[src/rtl/cpu_step_ctrl_if.sv]
// cpu_step_ctrl_if: pushbutton inputs and CPU step strobe/status bundle.
interface cpu_step_ctrl_if;
   logic        btn_step_n;
   logic        btn_mode_n;
   logic        cpu_en;
   logic        run_mode;
   logic [15:0] step_count;
   modport master (output btn_step_n, btn_mode_n, input cpu_en, run_mode, step_count);
   modport slave  (input btn_step_n, btn_mode_n, output cpu_en, run_mode, step_count);
endinterface

[src/rtl/cpu_step_ctrl.sv]
// cpu_step_ctrl: debounced single-step / free-run clock-enable generator for the CPU core.
module cpu_step_ctrl #(
   parameter int DEBOUNCE_CYCLES = 1000000,
   parameter int RUN_DIV         = 50000000
) (
   input logic              clk,
   input logic              rst,
   cpu_step_ctrl_if.slave   bus
);
   localparam int DW = DEBOUNCE_CYCLES > 1 ? $clog2(DEBOUNCE_CYCLES) : 1;
   localparam int PW = $clog2(RUN_DIV);
   typedef enum logic {STEP, RUN} state_t;
   state_t state, state_nx;
   logic [1:0] raw, s1, s2, db, db_d, armed, settle, press;
   logic [DW-1:0] dbc [2];
   logic [PW-1:0] psc, psc_nx;
   logic tc, en, en_nx;
   logic [15:0] step_cnt;
   assign raw = {bus.btn_mode_n, bus.btn_step_n};
   // a button only arms once it is seen released after reset, so one held through reset is ignored
   assign press = armed & db_d & ~db;
   always_ff @(posedge clk) begin
      if (!rst) begin
         s1 <= '1;
         s2 <= '1;
         db <= '1;
         db_d <= '1;
         armed <= '0;
         settle <= '0;
         for (int i = 0; i < 2; i++) dbc[i] <= '0;
      end else begin
         s1 <= raw;
         s2 <= s1;
         db_d <= db;
         settle <= {settle[0], 1'b1};
         armed <= armed | (s2 & {2{settle[1]}});
         for (int i = 0; i < 2; i++) begin
            if (s2[i] == db[i]) dbc[i] <= '0;
            else if (dbc[i] == DW'(DEBOUNCE_CYCLES - 1)) begin
               db[i] <= s2[i];
               dbc[i] <= '0;
            end else dbc[i] <= dbc[i] + DW'(1);
         end
      end
   end
   always_comb begin
      tc = state == RUN && psc == PW'(RUN_DIV - 1);
      state_nx = press[1] ? (state == STEP ? RUN : STEP) : state;
      en_nx = !press[1] && (state == STEP ? press[0] : tc);
      psc_nx = (press[1] || state == STEP || tc) ? '0 : psc + PW'(1);
   end
   always_ff @(posedge clk) begin
      if (!rst) begin
         state <= STEP;
         psc <= '0;
         en <= 1'b0;
         step_cnt <= '0;
      end else begin
         state <= state_nx;
         psc <= psc_nx;
         en <= en_nx;
         step_cnt <= step_cnt + 16'(en);
      end
   end
   assign bus.cpu_en = en;
   assign bus.run_mode = state == RUN;
   assign bus.step_count = step_cnt;
endmodule
[src/flat_wrapper.sv]
// flat-port wrapper written by rule: the top's interface ports become plain ports
module cpu_step_ctrl_flat 
#(
   parameter int DEBOUNCE_CYCLES = 1000000,
   parameter int RUN_DIV         = 50000000
)
  (clk, rst, bus_btn_step_n, bus_btn_mode_n, bus_cpu_en, bus_run_mode, bus_step_count);
  cpu_step_ctrl_if bus_i ();
  input logic clk;
  input logic rst;
  input wire logic [$bits(bus_i.btn_step_n)-1:0] bus_btn_step_n;
  input wire logic [$bits(bus_i.btn_mode_n)-1:0] bus_btn_mode_n;
  output wire logic [$bits(bus_i.cpu_en)-1:0] bus_cpu_en;
  output wire logic [$bits(bus_i.run_mode)-1:0] bus_run_mode;
  output wire logic [$bits(bus_i.step_count)-1:0] bus_step_count;
  assign bus_i.btn_step_n = bus_btn_step_n;
  assign bus_i.btn_mode_n = bus_btn_mode_n;
  assign bus_cpu_en = bus_i.cpu_en;
  assign bus_run_mode = bus_i.run_mode;
  assign bus_step_count = bus_i.step_count;
  cpu_step_ctrl #(.DEBOUNCE_CYCLES(DEBOUNCE_CYCLES), .RUN_DIV(RUN_DIV)) u_core (.clk(clk), .rst(rst), .bus(bus_i));
endmodule
[config.mk]
export PLATFORM = sky130hd
export DESIGN_NAME = cpu_step_ctrl_flat
export DESIGN_NICKNAME = d
export VERILOG_FILES = /design/src/rtl/cpu_step_ctrl_if.sv /design/src/rtl/cpu_step_ctrl.sv /design/src/flat_wrapper.sv
export SDC_FILE = /design/constraint.sdc
export NUM_CORES = 1
export LEC_CHECK = 0
export CAP_MARGIN = 40
export CORE_UTILIZATION = 50
export DETAILED_ROUTE_END_ITERATION = 10
export GPL_ROUTABILITY_DRIVEN = 0
export PLACE_DENSITY = 0.71
export SETUP_SLACK_MARGIN = 0.05
export SLEW_MARGIN = 20
export SYNTH_ARGS = -nofsm -noshare
export SYNTH_HDL_FRONTEND = slang
export SYNTH_SLANG_ARGS = --single-unit
[constraint.sdc]
create_clock -name clk -period 2.15 [get_ports clk]
set_clock_uncertainty 0.1 [all_clocks]
set_input_delay 0.645 -clock clk [delete_from_list [all_inputs] [get_ports clk]]
set_output_delay 0.645 -clock clk [all_outputs]
set_load 0.02 [all_outputs]
# Word level (Yosys, flattened, before mapping)
# Memory sizes are Yosys's and may differ from the RTL's.
# Cells that the tools add are included.
# word_totals
reg_bits	56
ram_bits	40
inputBits	4
output_inout_bits	18
wordCells	77
memories	1
# classes
add_sub_neg	4
n_eq_ne	5
muxes	32
bitwise_logic	15
reduce_logical	8
# memory_table
name	depth	width	rd	rd_ports_with_merged_regs	wr	line	rtl
u_core.dbc	2	20	2	0	2	cpu_step_ctrl.sv:15	logic [DW-1:0] dbc [2];
# op_table
operator	n
20-bit 2-to-1 mux	6
20-bit by 1-bit adder with 20-bit output (second input constant)	2
20-bit equality test (second input constant)	2
26-bit by 1-bit adder with 26-bit output (second input constant)	1
26-bit equality test (second input constant)	1
1-bit 2-to-1 mux	26
16-bit by 1-bit adder with 16-bit output	1
2-bit bitwise AND	3
1-bit bitwise OR	6
1-bit inverter	4
2-bit AND reduction	2
1-bit equality test	2
1-bit logical AND	2
1-bit logical OR	2
2-bit inverter	1
2-bit bitwise OR	1
2-bit OR reduction	1
1-bit zero test	1

# Depth between registers and ports, before layout
# Gate-level depths: netlist of run 1.
# An unclocked memory read counts as a cell.
# depth
depth_word	8
ltp_mapped	7
depth_no_buf	6

# Least setup slack after synthesis of run 1
# OpenSTA, ideal clock, no wires.
# synth_timing
kind	reg-to-reg
from	memory u_core.dbc[1][0] (netlist name)
to	memory u_core.dbc[1][12] (netlist name) (data pin)
setup_time_ns	0.254
t_arrival_ns	1.918
required_ns	1.796
path_slack_ns	-0.122
path_stages_with_launch	7
n_path_buf	1
period_less_slack_ns	2.272
cell_sequence	edfxtp_1 -> ha_1 -> nand3_1 -> or4_1 -> o211ai_2 -> buf_6 -> nor2_1
# synth_rtl
element	line
start: declaration	cpu_step_ctrl.sv:15

==> flow_summary.json, run 1 <==
{
  "syn_area_um2": 4668,
  "synth.avg_cell_area_um2": 9.746,
  "cap_violations": 0,
  "overflow": 0,
  "synth_cell_type_count": 42,
  "grt_max_degree": 26,
  "cts_sinks": 96,
  "post-route-util": 0.6344,
  "rsz0062_at_grt": "true",
  "syn-instance-count": 479,
  "die_width_um": 98.63,
  "core_area_um2": 8891,
  "yosysTopAreaCell": "edfxtp_1",
  "hold_buffers": 0,
  "mostFrequentLayoutCells": "52 x dfxtp_1, 49 x nor2_1, 40 x edfxtp_1, 40 x conb_1, 35 x buf_4",
  "grt_antenna_before_repair": 0,
  "total_power_w": 0.003311,
  "ant_nets": 0,
  "hpwl_mm": 6.760,
  "cp_slowest_stage_delay_ns": 0.56,
  "drc": 0,
  "grt_usage": 0.2031,
  "violations": "negative setup slack",
  "status": "complete, but fails checks",
  "yosysSeqAreaShare": 0.4975,
  "setup_slack_ns": -0.05941,
  "wirelength_mm": 9.187,
  "path_max_fanout": 9,
  "ir_worst_vdd_uv": 388.4,
  "cts-buffers-inserted": 9,
  "powerDensity_nw_per_um2": 587.0,
  "p_leak_nw": 2.081,
  "die_h_um": 98.63,
  "die_area_um2": 9727,
  "crit_type": "register to register",
  "hold_violations": 0,
  "grt_pass1_wl_mm": 15.93,
  "cts_tree": "built",
  "setup_viol": 19,
  "rows": 34,
  "clockRootBuffer": "clkbuf_8",
  "initial_core_util": 0.5250,
  "min_path_type": "register to register",
  "setup.worst_path.start_class": "register",
  "clock_latency_ns": 0.36,
  "ys_warn_count": 0,
  "grt_pass1_vias": 3551,
  "routedWlPerCell_um": 13.37,
  "critical_path_arrival_ns": 2.22,
  "diodes": 0,
  "tns_ns": -0.8869,
  "io_buffers": 21,
  "vias": 3670,
  "syn_to_final_growth_pct": 20.83,
  "viasPerCell": 5.342,
  "hold_ws_ns": 0.3223,
  "clock.fmax_mhz": 452.6,
  "crit_family": "simple AND/OR/NAND/NOR gates",
  "fin_area_um2": 5640,
  "cts.path.max_buffers": 2,
  "h-tree-depth": 3,
  "finalMaxSlewViolations": 0,
  "fin_crit_ns": 2.209,
  "worst-path-buf-inv": 1,
  "synth_top_area_frac": 0.2573,
  "clkSlewWorstSetupHoldPaths_ns": 0.10,
  "postPlaceCellArea_um2": 5408,
  "worstSetupEndpointType": "register",
  "cp_cell_sequence": "or4b_1 -> or4_4 -> o21bai_4 -> buf_6 -> a21oi_1",
  "drtIter0Drc": 115,
  "final_common_cell": "dfxtp_1",
  "worstPathRequired_ns": 2.16,
  "dr.pass1.iters": 4,
  "cpMaxStageDelayCell": "or4_4",
  "ios": 22,
  "drive_above_1_share": 0.1261,
  "finalCritPeriodShare": 1.028,
  "synth-seq-cells": 96,
  "yosys-top-cells-area": "edfxtp_1 26%, dfxtp_1 24%, xnor2_1 6.4%",
  "finalNetCount": 583
}
==> flip-flops by register name, summed over array words and instances (netlist names) <==
| register | count |
|---|---|
| u_core.armed | 2 |
| u_core.bus.cpu_en | 1 |
| u_core.bus.run_mode | 1 |
| u_core.bus.step_count | 16 |
| u_core.db | 2 |
| u_core.db_d | 2 |
| u_core.dbc | 40 |
| u_core.psc | 26 |
| u_core.s1 | 2 |
| u_core.s2 | 2 |
| u_core.settle | 2 |
==> cell type report <==
class                      instances  area [um2]
sequential                        96        2327
inverter                          11       41.29
fill                             778        3251
clock buffer                      10       137.6
multi-input combinational        397        2431
clock inverter                     6       63.81
tap                              108       135.1
timing repair buffer              59       504.2
==> stage by stage <==
step / instances / setup WS [ns]
5_1_grt: 687 / -0.1208
6_report: 687 / -0.05941
2_1_floorplan: 518 / -0.07198
4_1_cts: 687 / -0.08781
3_5_place_dp: 670 / -0.1135
3_3_place_gp: 670 / -0.07045
==> cell usage after synthesis, drive strengths merged <==
master  count
nand3      35
ha          5
inv        11
xnor2      34
o31ai       9
or4        15
clkbuf     10
nand3b      1
o211ai      3
nor2b       4
nand4b      2
and2       19
or3         8
nand2b      8
nor4       12
nor4b       3
or4b        2
mux2i       3
and3       12
or2         1
conb        1
nor2       49
edfxtp     40
a31o        3
or3b        1
o21ai      13
nor3        9
xor2       18
and4        6
o21bai      1
buf         4
nand2      31
nand4      24
a21boi      1
nor3b       1
a21oi      24
dfxtp      56
==> where the power goes <==
group / leakage [nW] / switching [W] / total, W / internal (W)
logic: 1.11 / 0.0000722 / 0.000137 / 0.0000650
registers: 0.868 / 0.0000335 / 0.00197 / 0.00193
clock network: 0.104 / 0.000633 / 0.00121 / 0.000574
==> worst reg2reg max path, cell delays in order (launching register included) <==
cell and delay, ns:
edfxtp_1 0.39, or4b_1 0.53, or4_4 0.56, o21bai_4 0.16, buf_6 0.16, a21oi_1 0.06
==> layer usage <==
| layer | global-route usage | wire length, um | up-vias |
|---|---|---|---|
| li1 | - | - | 1894 |
| met1 | 0.2682 | 4480 | 1722 |
| met2 | 0.3359 | 4339 | 41 |
| met3 | 0.03404 | 209 | 13 |
| met4 | 0.07692 | 157 | 0 |
| met5 | 0 | 0 | - |
==> cells by family (layout without fill, tap and decap cells) <==
logic type / count (synthesis) / count (layout) / synth area share
and+or+nand+nor: 243 / 243 / 0.2892
DFF: 96 / 96 / 0.4975
AOI/OAI and AO/OA: 54 / 54 / 0.07129
xor gates and xnor gates: 52 / 52 / 0.09756
buffers and inverters: 25 / 86 / 0.02385
adders and majority gates: 5 / 5 / 0.01340
muxes: 3 / 3 / 0.006433
other: 1 / 40 / 0.0008033
==> final timing paths <==
check / start / endpoint / slack, ns / cells past startpoint
max: u_core.dbc[0][12] / u_core.dbc[0][13] / -0.06 / 5
min: u_core.s1[1] / u_core.s2[1] / 0.32 / 1
max reg2reg: u_core.dbc[0][12] / u_core.dbc[0][13] / -0.06 / 5
min reg2reg: u_core.s1[1] / u_core.s2[1] / 0.32 / 1
==> what timing repair did <==
| item | CTS | global route |
|---|---|---|
| hold endpoints to repair | 0 | 0 |
| buffers inserted | 1 | 0 |
| endpoints found under the setup margin | 54 | 33 |
| gates resized for setup | 15 | 11 |
| pin swaps | 1 | 0 |
Note: power is estimated with default switching activity, not from simulation.
==> run 2, diff against run 1 <==
--- a/config.mk
+++ b/config.mk
@@ -6,10 +6,12 @@
 export NUM_CORES = 1
 export LEC_CHECK = 0
 export CAP_MARGIN = 40
+export CORE_ASPECT_RATIO = 1.4
 export CORE_UTILIZATION = 50
 export DETAILED_ROUTE_END_ITERATION = 10
+export DONT_BUFFER_PORTS = 1
 export GPL_ROUTABILITY_DRIVEN = 0
-export PLACE_DENSITY = 0.71
+export PLACE_DENSITY = 0.68
 export SETUP_SLACK_MARGIN = 0.05
 export SLEW_MARGIN = 20
 export SYNTH_ARGS = -nofsm -noshare
==> flow_summary.json, run 2 (synthesized netlist as in run 1, its figures left out) <==
{
  "finalCritPeriodShare": 1.024,
  "diodes": 0,
  "grt_max_degree": 38,
  "hold_violations": 0,
  "grt_antenna_before_repair": 0,
  "core_area_um2": 9029,
  "status": "complete, but fails checks",
  "vias": 3647,
  "syn_to_final_growth_pct": 20.75,
  "wirelength_mm": 9.158,
  "cts_tree": "built",
  "io_buffers": 0,
  "dp.cells": 646,
  "hpwl_mm": 6.398,
  "fin_crit_ns": 2.202,
  "die_width_um": 83.67,
  "cp_slowest_stage_delay_ns": 0.55,
  "clkSlewWorstSetupHoldPaths_ns": 0.07,
  "drc": 0,
  "initial_core_util": 0.5170,
  "regMostFlops": "u_core.dbc",
  "register_area_um2": 2323,
  "die_area_um2": 9733,
  "tightest_slew_ns": 0.5001,
  "overflow": 0,
  "cts_sinks": 96,
  "dr.pass1.iters": 5,
  "path_max_fanout": 7,
  "cp_cell_sequence": "or4b_4 -> or4_4 -> o21bai_4 -> buf_6 -> nor2_1",
  "cap_violations": 0,
  "drive_above_1_share": 0.1454,
  "fin_cells": 664,
  "grt_pass1_vias": 3457,
  "worstSetupEndpointType": "register",
  "setup_slack_ns": -0.05236,
  "powerDensity_nw_per_um2": 673.8,
  "final_common_cell": "dfxtp_1",
  "h-tree-depth": 3,
  "ios": 22,
  "clockRootBuffer": "clkbuf_16",
  "grt_usage": 0.1948,
  "cpMaxStageDelayCell": "or4b_4",
  "die_h_um": 116.3,
  "worstPathRequired_ns": 2.15,
  "mostFrequentLayoutCells": "55 x dfxtp_1, 40 x edfxtp_1, 40 x conb_1",
  "cts-buffers-inserted": 9,
  "rsz0062_at_grt": "true",
  "ant_nets": 0,
  "nFillCells": 788,
  "tns_ns": -0.8678,
  "critical_path_arrival_ns": 2.20,
  "finalMaxSlewViolations": 0,
  "finalNetCount": 561,
  "drtIter0Drc": 116,
  "hold_buffers": 0,
  "viasPerCell": 5.492,
  "maxSlewHeadroom": 0.6619,
  "rows": 41,
  "multi_input_area_um2": 2489,
  "largest_reg_flops": 40,
  "p_leak_nw": 1.945,
  "routedWlPerCell_um": 13.79,
  "clock.fmax_mhz": 454.1,
  "clock_latency_ns": 0.34,
  "ir_worst_vdd_uv": 442.8,
  "violations": "negative setup slack",
  "total_power_w": 0.003798,
  "min_path_type": "input port to register",
  "setup_viol": 19,
  "post-route-util": 0.6243,
  "grt_pass1_wl_mm": 15.21,
  "setup.worst_path.start_class": "register",
  "cts.path.max_buffers": 2,
  "crit_type": "register to register",
  "place_ws_ns": -0.06674
}
-- run 2: cell count changes in the layout (fill, tap and decap cells not counted), sizes merged --
cell | previous run | this run
dlygate4sd2 | 15 | 0
clkbuf | 10 | 13
clkdlybuf4s50 | 3 | 0
dlymetal6s2s | 3 | 0
inv | 14 | 12
buf | 38 | 37
bufinv | 1 | 0
clkinv | 1 | 2
clkinvlp | 1 | 0
-- run 2: worst max-delay path: cells and delay by family, from the launching register on --
kind | cells | cell delay [ns]
AND/OR/NAND/NOR | 3 | 1.15
AO/OA/AOI/OAI | 1 | 0.17
flip-flops | 1 | 0.39
buffers and inverters | 1 | 0.15
-- run 2: path summary, 6_finish.rpt --
kind	startpoint	to	slack, ns	cells after the start
worst max register to register	u_core.dbc[0][10]	u_core.dbc[0][4]	-0.05	5
worst min register to register	u_core.s1[1]	u_core.s2[1]	0.32	1
worst max-delay path	u_core.dbc[0][10]	u_core.dbc[0][4]	-0.05	5
worst min-delay path	rst	u_core.settle[0]	0.23	0
-- run 2: layer usage --
metal  up-vias  global-route usage  routed length [um]
met3        16             0.04523                 304
met1      1721              0.2274                3983
met2        63              0.3339                4658
met5         -                   0                   0
met4         0              0.1062                 212
li1       1847                   -                   -
-- run 2: repair_timing --
item / 4_1_cts / 5_1_grt
cloned: 0 / 0
pin swaps: 1 / 0
endpoints found under the setup margin: 20 / 40
gates resized for setup: 5 / 17
setup buffers: 1 / 1
-- run 2: area by class of cell --
class                   count  share of cell area
clock buffers              13             0.05394
repair buffers             37             0.05660
clock inverters             3            0.004661
well taps                 107             0.02375
multi-input cells         397              0.4415
inverters                  11            0.007325
flip-flops and latches     96              0.4122
-- run 2: where the power goes --
group	leakage, nW	switching, W	total [W]	internal (W)
Clock	0.162	0.000700	0.00171	0.00101
Sequential	0.866	0.0000356	0.00197	0.00194
Combinational	0.916	0.0000642	0.000121	0.0000571
-- run 2: metrics by stage --
stage / hold WS, ns / area (um2)
after floorplan: 0.2863 / 4855
after global placement: 0.2996 / 5219
after detailed placement: 0.3130 / 5219
after CTS: 0.2165 / 5572
after global routing: 0.2136 / 5637
final: 0.2328 / 5637
